**src/rtl/gate_pkg.sv**
```systemverilog
// Shared gate-mode encodings and the N-input reduction used by filtered_gate.
package gate_pkg;
  localparam logic [1:0] MODE_AND  = 2'b00;
  localparam logic [1:0] MODE_OR   = 2'b01;
  localparam logic [1:0] MODE_XOR  = 2'b10;
  localparam logic [1:0] MODE_NAND = 2'b11;

  // Widest input vector the reduction accepts; callers zero-extend into it.
  localparam int GATE_MAX_IN = 64;

  // Only the low n bits take part, so the padding never disturbs AND/NAND.
  function automatic logic gate_reduce(input logic [GATE_MAX_IN-1:0] v,
                                       input int n,
                                       input logic [1:0] mode);
    logic a, o, x, r;
    a = 1'b1;
    o = 1'b0;
    x = 1'b0;
    for (int i = 0; i < GATE_MAX_IN; i++) begin
      if (i < n) begin
        a = a & v[i];
        o = o | v[i];
        x = x ^ v[i];
      end
    end
    case (mode)
      MODE_AND: r = a;
      MODE_OR:  r = o;
      MODE_XOR: r = x;
      default:  r = ~a;
    endcase
    return r;
  endfunction
endpackage

```
**src/rtl/filtered_gate_if.sv**
```systemverilog
// Input/output bundle of filtered_gate; master drives inputs, slave is the gate.
interface filtered_gate_if #(
  parameter int N_IN  = 2,
  parameter int CNT_W = 8
);
  logic [N_IN-1:0]  in_i;
  logic [1:0]       mode_i;
  logic             clr_i;
  logic             comb_o;
  logic             q_o;
  logic             rise_o;
  logic             fall_o;
  logic [CNT_W-1:0] evt_cnt_o;

  modport master (
    output in_i, mode_i, clr_i,
    input  comb_o, q_o, rise_o, fall_o, evt_cnt_o
  );

  modport slave (
    input  in_i, mode_i, clr_i,
    output comb_o, q_o, rise_o, fall_o, evt_cnt_o
  );
endinterface

```
**src/rtl/filtered_gate_stable_filter.sv**
```systemverilog
// Debounce: d_i must differ from q_o for STABLE_CYCLES sampled edges before q_o follows.
module stable_filter #(
  parameter int STABLE_CYCLES = 4
) (
  input  logic clk_i,
  input  logic rst_ni,
  input  logic d_i,
  output logic q_o,
  output logic rise_o,
  output logic fall_o,
  output logic chg_o
);
  localparam int CW = $clog2(STABLE_CYCLES + 1);
  localparam logic [CW-1:0] LAST = CW'(STABLE_CYCLES - 1);

  logic          s_q, q_q, rise_q, fall_q;
  logic [CW-1:0] cnt_q;

  // High on the edge where q_o is about to flip; lets the event counter act in step.
  assign chg_o  = (s_q != q_q) && (cnt_q == LAST);
  assign q_o    = q_q;
  assign rise_o = rise_q;
  assign fall_o = fall_q;

  always_ff @(posedge clk_i or negedge rst_ni) begin
    if (!rst_ni) begin
      s_q    <= 1'b0;
      q_q    <= 1'b0;
      cnt_q  <= '0;
      rise_q <= 1'b0;
      fall_q <= 1'b0;
    end else begin
      s_q    <= d_i;
      rise_q <= 1'b0;
      fall_q <= 1'b0;
      if (s_q == q_q) begin
        cnt_q <= '0;
      end else if (cnt_q == LAST) begin
        q_q    <= s_q;
        cnt_q  <= '0;
        rise_q <= s_q;
        fall_q <= ~s_q;
      end else begin
        cnt_q <= cnt_q + 1'b1;
      end
    end
  end
endmodule

```
**src/rtl/filtered_gate.sv**
```systemverilog
// N-input selectable gate with raw output, debounced output, edge pulses and event counter.
module filtered_gate
  import gate_pkg::*;
#(
  parameter int N_IN          = 2,
  parameter int STABLE_CYCLES = 4,
  parameter int CNT_W         = 8
) (
  input  logic            clk_i,
  input  logic            rst_ni,
  filtered_gate_if.slave  bus
);
  localparam logic [CNT_W-1:0] CNT_MAX = '1;

  logic                   raw;
  logic                   chg;
  logic [GATE_MAX_IN-1:0] in_ext;
  logic [CNT_W-1:0]       evt_cnt_q, evt_cnt_d;

  // N_IN must not exceed GATE_MAX_IN.
  assign in_ext     = GATE_MAX_IN'(bus.in_i);
  assign raw        = gate_reduce(in_ext, N_IN, bus.mode_i);
  assign bus.comb_o = raw;

  stable_filter #(.STABLE_CYCLES(STABLE_CYCLES)) u_filt (
    .clk_i  (clk_i),
    .rst_ni (rst_ni),
    .d_i    (raw),
    .q_o    (bus.q_o),
    .rise_o (bus.rise_o),
    .fall_o (bus.fall_o),
    .chg_o  (chg)
  );

  // Clear wins over a coincident transition; that transition is simply not counted.
  always_comb begin
    evt_cnt_d = evt_cnt_q;
    if (bus.clr_i)                          evt_cnt_d = '0;
    else if (chg && evt_cnt_q != CNT_MAX)   evt_cnt_d = evt_cnt_q + 1'b1;
  end

  always_ff @(posedge clk_i or negedge rst_ni) begin
    if (!rst_ni) evt_cnt_q <= '0;
    else         evt_cnt_q <= evt_cnt_d;
  end

  assign bus.evt_cnt_o = evt_cnt_q;
endmodule

```
**src/flat_wrapper.sv**
```systemverilog
// flat-port wrapper written by rule: the top's interface ports become plain ports
module filtered_gate_flat import gate_pkg::*;
#(
  parameter int N_IN          = 2,
  parameter int STABLE_CYCLES = 4,
  parameter int CNT_W         = 8
)
  (clk_i, rst_ni, bus_in_i, bus_mode_i, bus_clr_i, bus_comb_o, bus_q_o, bus_rise_o, bus_fall_o, bus_evt_cnt_o);
  filtered_gate_if #(.N_IN(N_IN), .CNT_W(CNT_W)) bus_i ();
  input  logic clk_i;
  input  logic rst_ni;
  input wire logic [$bits(bus_i.in_i)-1:0] bus_in_i;
  input wire logic [$bits(bus_i.mode_i)-1:0] bus_mode_i;
  input wire logic [$bits(bus_i.clr_i)-1:0] bus_clr_i;
  output wire logic [$bits(bus_i.comb_o)-1:0] bus_comb_o;
  output wire logic [$bits(bus_i.q_o)-1:0] bus_q_o;
  output wire logic [$bits(bus_i.rise_o)-1:0] bus_rise_o;
  output wire logic [$bits(bus_i.fall_o)-1:0] bus_fall_o;
  output wire logic [$bits(bus_i.evt_cnt_o)-1:0] bus_evt_cnt_o;
  assign bus_i.in_i = bus_in_i;
  assign bus_i.mode_i = bus_mode_i;
  assign bus_i.clr_i = bus_clr_i;
  assign bus_comb_o = bus_i.comb_o;
  assign bus_q_o = bus_i.q_o;
  assign bus_rise_o = bus_i.rise_o;
  assign bus_fall_o = bus_i.fall_o;
  assign bus_evt_cnt_o = bus_i.evt_cnt_o;
  filtered_gate #(.N_IN(N_IN), .STABLE_CYCLES(STABLE_CYCLES), .CNT_W(CNT_W)) u_core (.clk_i(clk_i), .rst_ni(rst_ni), .bus(bus_i));
endmodule
```
**config.mk**
```make
export PLATFORM = sky130hd
export DESIGN_NAME = filtered_gate_flat
export DESIGN_NICKNAME = d
export VERILOG_FILES = /design/src/rtl/gate_pkg.sv /design/src/rtl/filtered_gate_if.sv /design/src/rtl/filtered_gate_stable_filter.sv /design/src/rtl/filtered_gate.sv /design/src/flat_wrapper.sv
export SDC_FILE = /design/constraint.sdc
export NUM_CORES = 1
export LEC_CHECK = 0
export BUFFER_PORTS_ARGS = -buffer_cell sky130_fd_sc_hd__buf_2
export CAP_MARGIN = 20
export CORE_UTILIZATION = 35
export CTS_CLUSTER_SIZE = 20
export DETAILED_ROUTE_END_ITERATION = 6
export GPL_TIMING_DRIVEN = 0
export PLACE_DENSITY = 0.57
export SLEW_MARGIN = 20
export SYNTH_ARGS = -nofsm -noshare
export SYNTH_HDL_FRONTEND = slang
export SYNTH_SLANG_ARGS = --single-unit
```
**constraint.sdc**
```tcl
create_clock -name clk_i -period 1.9 [get_ports clk_i]
set_clock_uncertainty 0.05 [all_clocks]
set_input_delay 0.095 -clock clk_i [delete_from_list [all_inputs] [get_ports clk_i]]
set_output_delay 0.095 -clock clk_i [all_outputs]
set_load 0.01 [all_outputs]
```
==> results.md <==
- Yosys reg bits: 15
- Slew HR: 76.1%
- Gr usage total: 13.5%
- Routed length per instance: 11.8 um
- CTS resizes: 0
- RR Startpoint: u_core.bus.evt_cnt_o[0]$_DFFE_PN0P_
- Synth unique cells: 27
- DR DRC count: 0
- Crit path max fanout: 10
- CP required: 2.06 ns
- Fmax: 0.594 GHz
- IO Pins: 19
- Synth Cell Area: 753 um2
- Largest net degree at the start of global routing: 16
- Final WL: 1.42 mm
- Clock buffer count from CTS: 3
- Crit start category: register
- Dpl cells: 114
- Grt total ovfl: 0
- FF+latch area: 375 um2
- Syn Nets: 81
- Worst min-delay path startpoint: bus_clr_i
- Outcome: complete, no violations
- H-tree depth: 1
- Worst IR Drop VDD: 409 uV
- Hold EP: u_core.bus.evt_cnt_o[1]$_DFFE_PN0P_
- Async S/R FF share, synth: 100%
- Clk buf depth: 2
- Routed vias/inst: 4.97
- Fin cells: 120
- Hold depth: 2
- Clk_lat worst skew: 0.28 ns
- Pwr Density: 814 nW/um2
- CTS Sinks: 15
- Final max-slew violation count: 0
- Top Metal Used: met4
- Avg Cell Area, Syn: 10.8 um2
- Pre-antenna DRT Iters: 2
- Gpl congestion: 0.710
- DR WL met3: 42 um
- TNS Setup: 0 ns
- FILL cells: 197
- Crit Path Class: reg -> reg
- Die ar.: 2340 um2
- Max-cap violations: 0
- Post-route antenna net violation count: 0
- Number of global-route vias before repair: 574
- Number of synthesized flops with an enable pin: 0
- Total number of yosys warnings: 0
- R2R depth: 6
- Worst Hold Slack: 0.108 ns
- Design area: 920 um2
- Final Util: 45.9%
- CP max-delay cell: dfrtp_1
- Clk slew on worst S/H paths: 0.09 ns
- IO Port Bufs: 17
- Placed inst area: 872 um2
- Crit end category: register
- Row count: 16
- FF-to-FF setup slack: 0.22 ns
- Met2 WL: 663 um
- Worst path max stage delay: 0.42 ns
- Mapped Cells: 70
- Hold Crit Class: in -> reg
- CTS tree: yes
- Final hold viol count: 0
- M1 wire length: 693 um
- Post-synth top flop: dfrtp_1
- Period utilization: 88.7%
- Final Setup Violations: 0
- Critical Path AT: 1.85 ns
- Post-CTS Setup Inserts: 0
- Minimum clock period: 1.68 ns
- Global-route wire length before repair: 2.40 mm
- Layout area overhead: 22.1%
- Worst-margin pin slew: 0.359 ns
- Core Region: 2000 um2
- Initial Utilization: 37.6%
- Die H: 48.4 um
- DR iter-0 viols: 2
- RSZ-0062 raised after global routing: no
- Worst R2R End: u_core.bus.evt_cnt_o[3]$_DFFE_PN0P_
- Clock root buffer: clkbuf_4
- P_leak: 0.453 nW
- Multi-input gate area: 352 um2
- Initial antenna violation count: 0
- Ant diodes: 0
- Via count: 596
- Sequential share of the synthesized area: 49.8%
- Die W: 48.4 um
- Dpl hpwl: 1.05 mm
- Share of layout cells above drive strength 1: 30.1%
- Cell breakdown of the critical path: ha_1 > nand3_1 > o211ai_2 > buf_6 > or3_1 > a21oi_1
- Nets: 105
## synth_stat cells, types with 2 or more instances
cell / count / area (um2)
nor3b_1: 2 / 15.0
dfrtp_1: 15 / 375
inv_1: 3 / 11.3
nor2_1: 4 / 15.0
o21ai_0: 3 / 15.0
or3_1: 3 / 18.8
nand3_1: 4 / 20.0
ha_1: 4 / 50.1
a21oi_1: 6 / 30.0
a211oi_1: 2 / 15.0
o31ai_1: 2 / 15.0
or4_1: 2 / 15.0
nand2_1: 5 / 18.8
nor2b_1: 2 / 12.5
## metal layers
metal | global-route usage, % | vias up
li1 | - | 297
met1 | 18.0 | 284
met2 | 20.4 | 13
met3 | 1.89 | 2
met4 | 8.82 | 0
met5 | 0 | -
## power by group
part           internal [W]  switching (W)
sequential         0.000356      0.0000324
combinational     0.0000817      0.0000931
clock             0.0000781       0.000108
total              0.000515       0.000233
## worst max path at each step
stage,from,to,slack (ns),cells after the start
global placement,u_core.bus.evt_cnt_o[0]$_DFFE_PN0P_,u_core.bus.evt_cnt_o[3]$_DFFE_PN0P_,0.25,6
global route,u_core.bus.evt_cnt_o[0]$_DFFE_PN0P_,u_core.bus.evt_cnt_o[6]$_DFFE_PN0P_,0.08,5
detailed placement,u_core.bus.evt_cnt_o[0]$_DFFE_PN0P_,u_core.bus.evt_cnt_o[3]$_DFFE_PN0P_,0.23,6
CTS,u_core.bus.evt_cnt_o[0]$_DFFE_PN0P_,u_core.bus.evt_cnt_o[3]$_DFFE_PN0P_,0.21,6
floorplan,u_core.bus.evt_cnt_o[0]$_DFFE_PN0P_,u_core.bus.evt_cnt_o[3]$_DFFE_PN0P_,0.29,6
finish,u_core.bus.evt_cnt_o[0]$_DFFE_PN0P_,u_core.bus.evt_cnt_o[3]$_DFFE_PN0P_,0.22,6
## worst max-delay path: cells and delay by family, from the launching register on
| family | cells | cell delay (ns) |
|---|---|---|
| AO/OA/AOI/OAI | 2 | 0.24 |
| adder cells (fa/ha/maj) | 1 | 0.27 |
| buffers and inverters | 1 | 0.16 |
| flip-flops | 1 | 0.42 |
| AND/OR/NAND/NOR | 2 | 0.46 |
## layout by cell type (no fill, tap or decap), types with 3 or more instances in the layout
| cell | n |
|---|---|
| nand2_1 | 5 |
| nor2_1 | 4 |
| o21ai_0 | 3 |
| nand3_1 | 4 |
| a21oi_1 | 6 |
| ha_1 | 4 |
| clkbuf_4 | 3 |
| inv_1 | 3 |
| or3_1 | 3 |
| dfrtp_1 | 15 |
| buf_2 | 17 |
## timing repair
item | in CTS | in global routing
endpoints found under the setup margin | 0 | 0
endpoints found under the hold margin | 16 | 0
hold buffers | 2 | 0
## sequential cells by signal, indices dropped and copies added (netlist names)
name	cells
u_core.u_filt.rise_o	1
u_core.bus.evt_cnt_o	8
u_core.u_filt.fall_o	1
u_core.u_filt.q_o	1
u_core.u_filt.cnt_q	3
u_core.u_filt.s_q	1
## area by class of cell
type	instances	share of cell area [%]
clock inverters	1	0.544
plain buffers	2	1.63
flip-flops and latches	15	40.8
well taps	27	3.67
multi-input cells	50	38.2
inverters	3	1.22
clock buffers	3	2.45
repair buffers	19	11.4
## metrics by stage
stage / worst slack (ns) / total power (W)
final: 0.215 / 0.000749
after global routing: 0.0846 / 0.000801
after global placement: 0.249 / 0.000563
after detailed placement: 0.234 / 0.000569
after floorplan: 0.294 / 0.000511
after CTS: 0.206 / 0.000760
## cell families (layout without fill, tap and decap cells)
group	count (synthesis)	count (layout)	synth area share (%)
and+or+nand+nor	27	27	21.3
AOI/OAI and AO/OA	15	15	12.6
DFF	15	15	49.8
buffers and inverters	5	28	3.49
adders and majority gates	4	4	6.64
xor gates and xnor gates	2	2	3.32
muxes	2	2	2.82
Note: power is estimated with default switching activity, not from simulation.
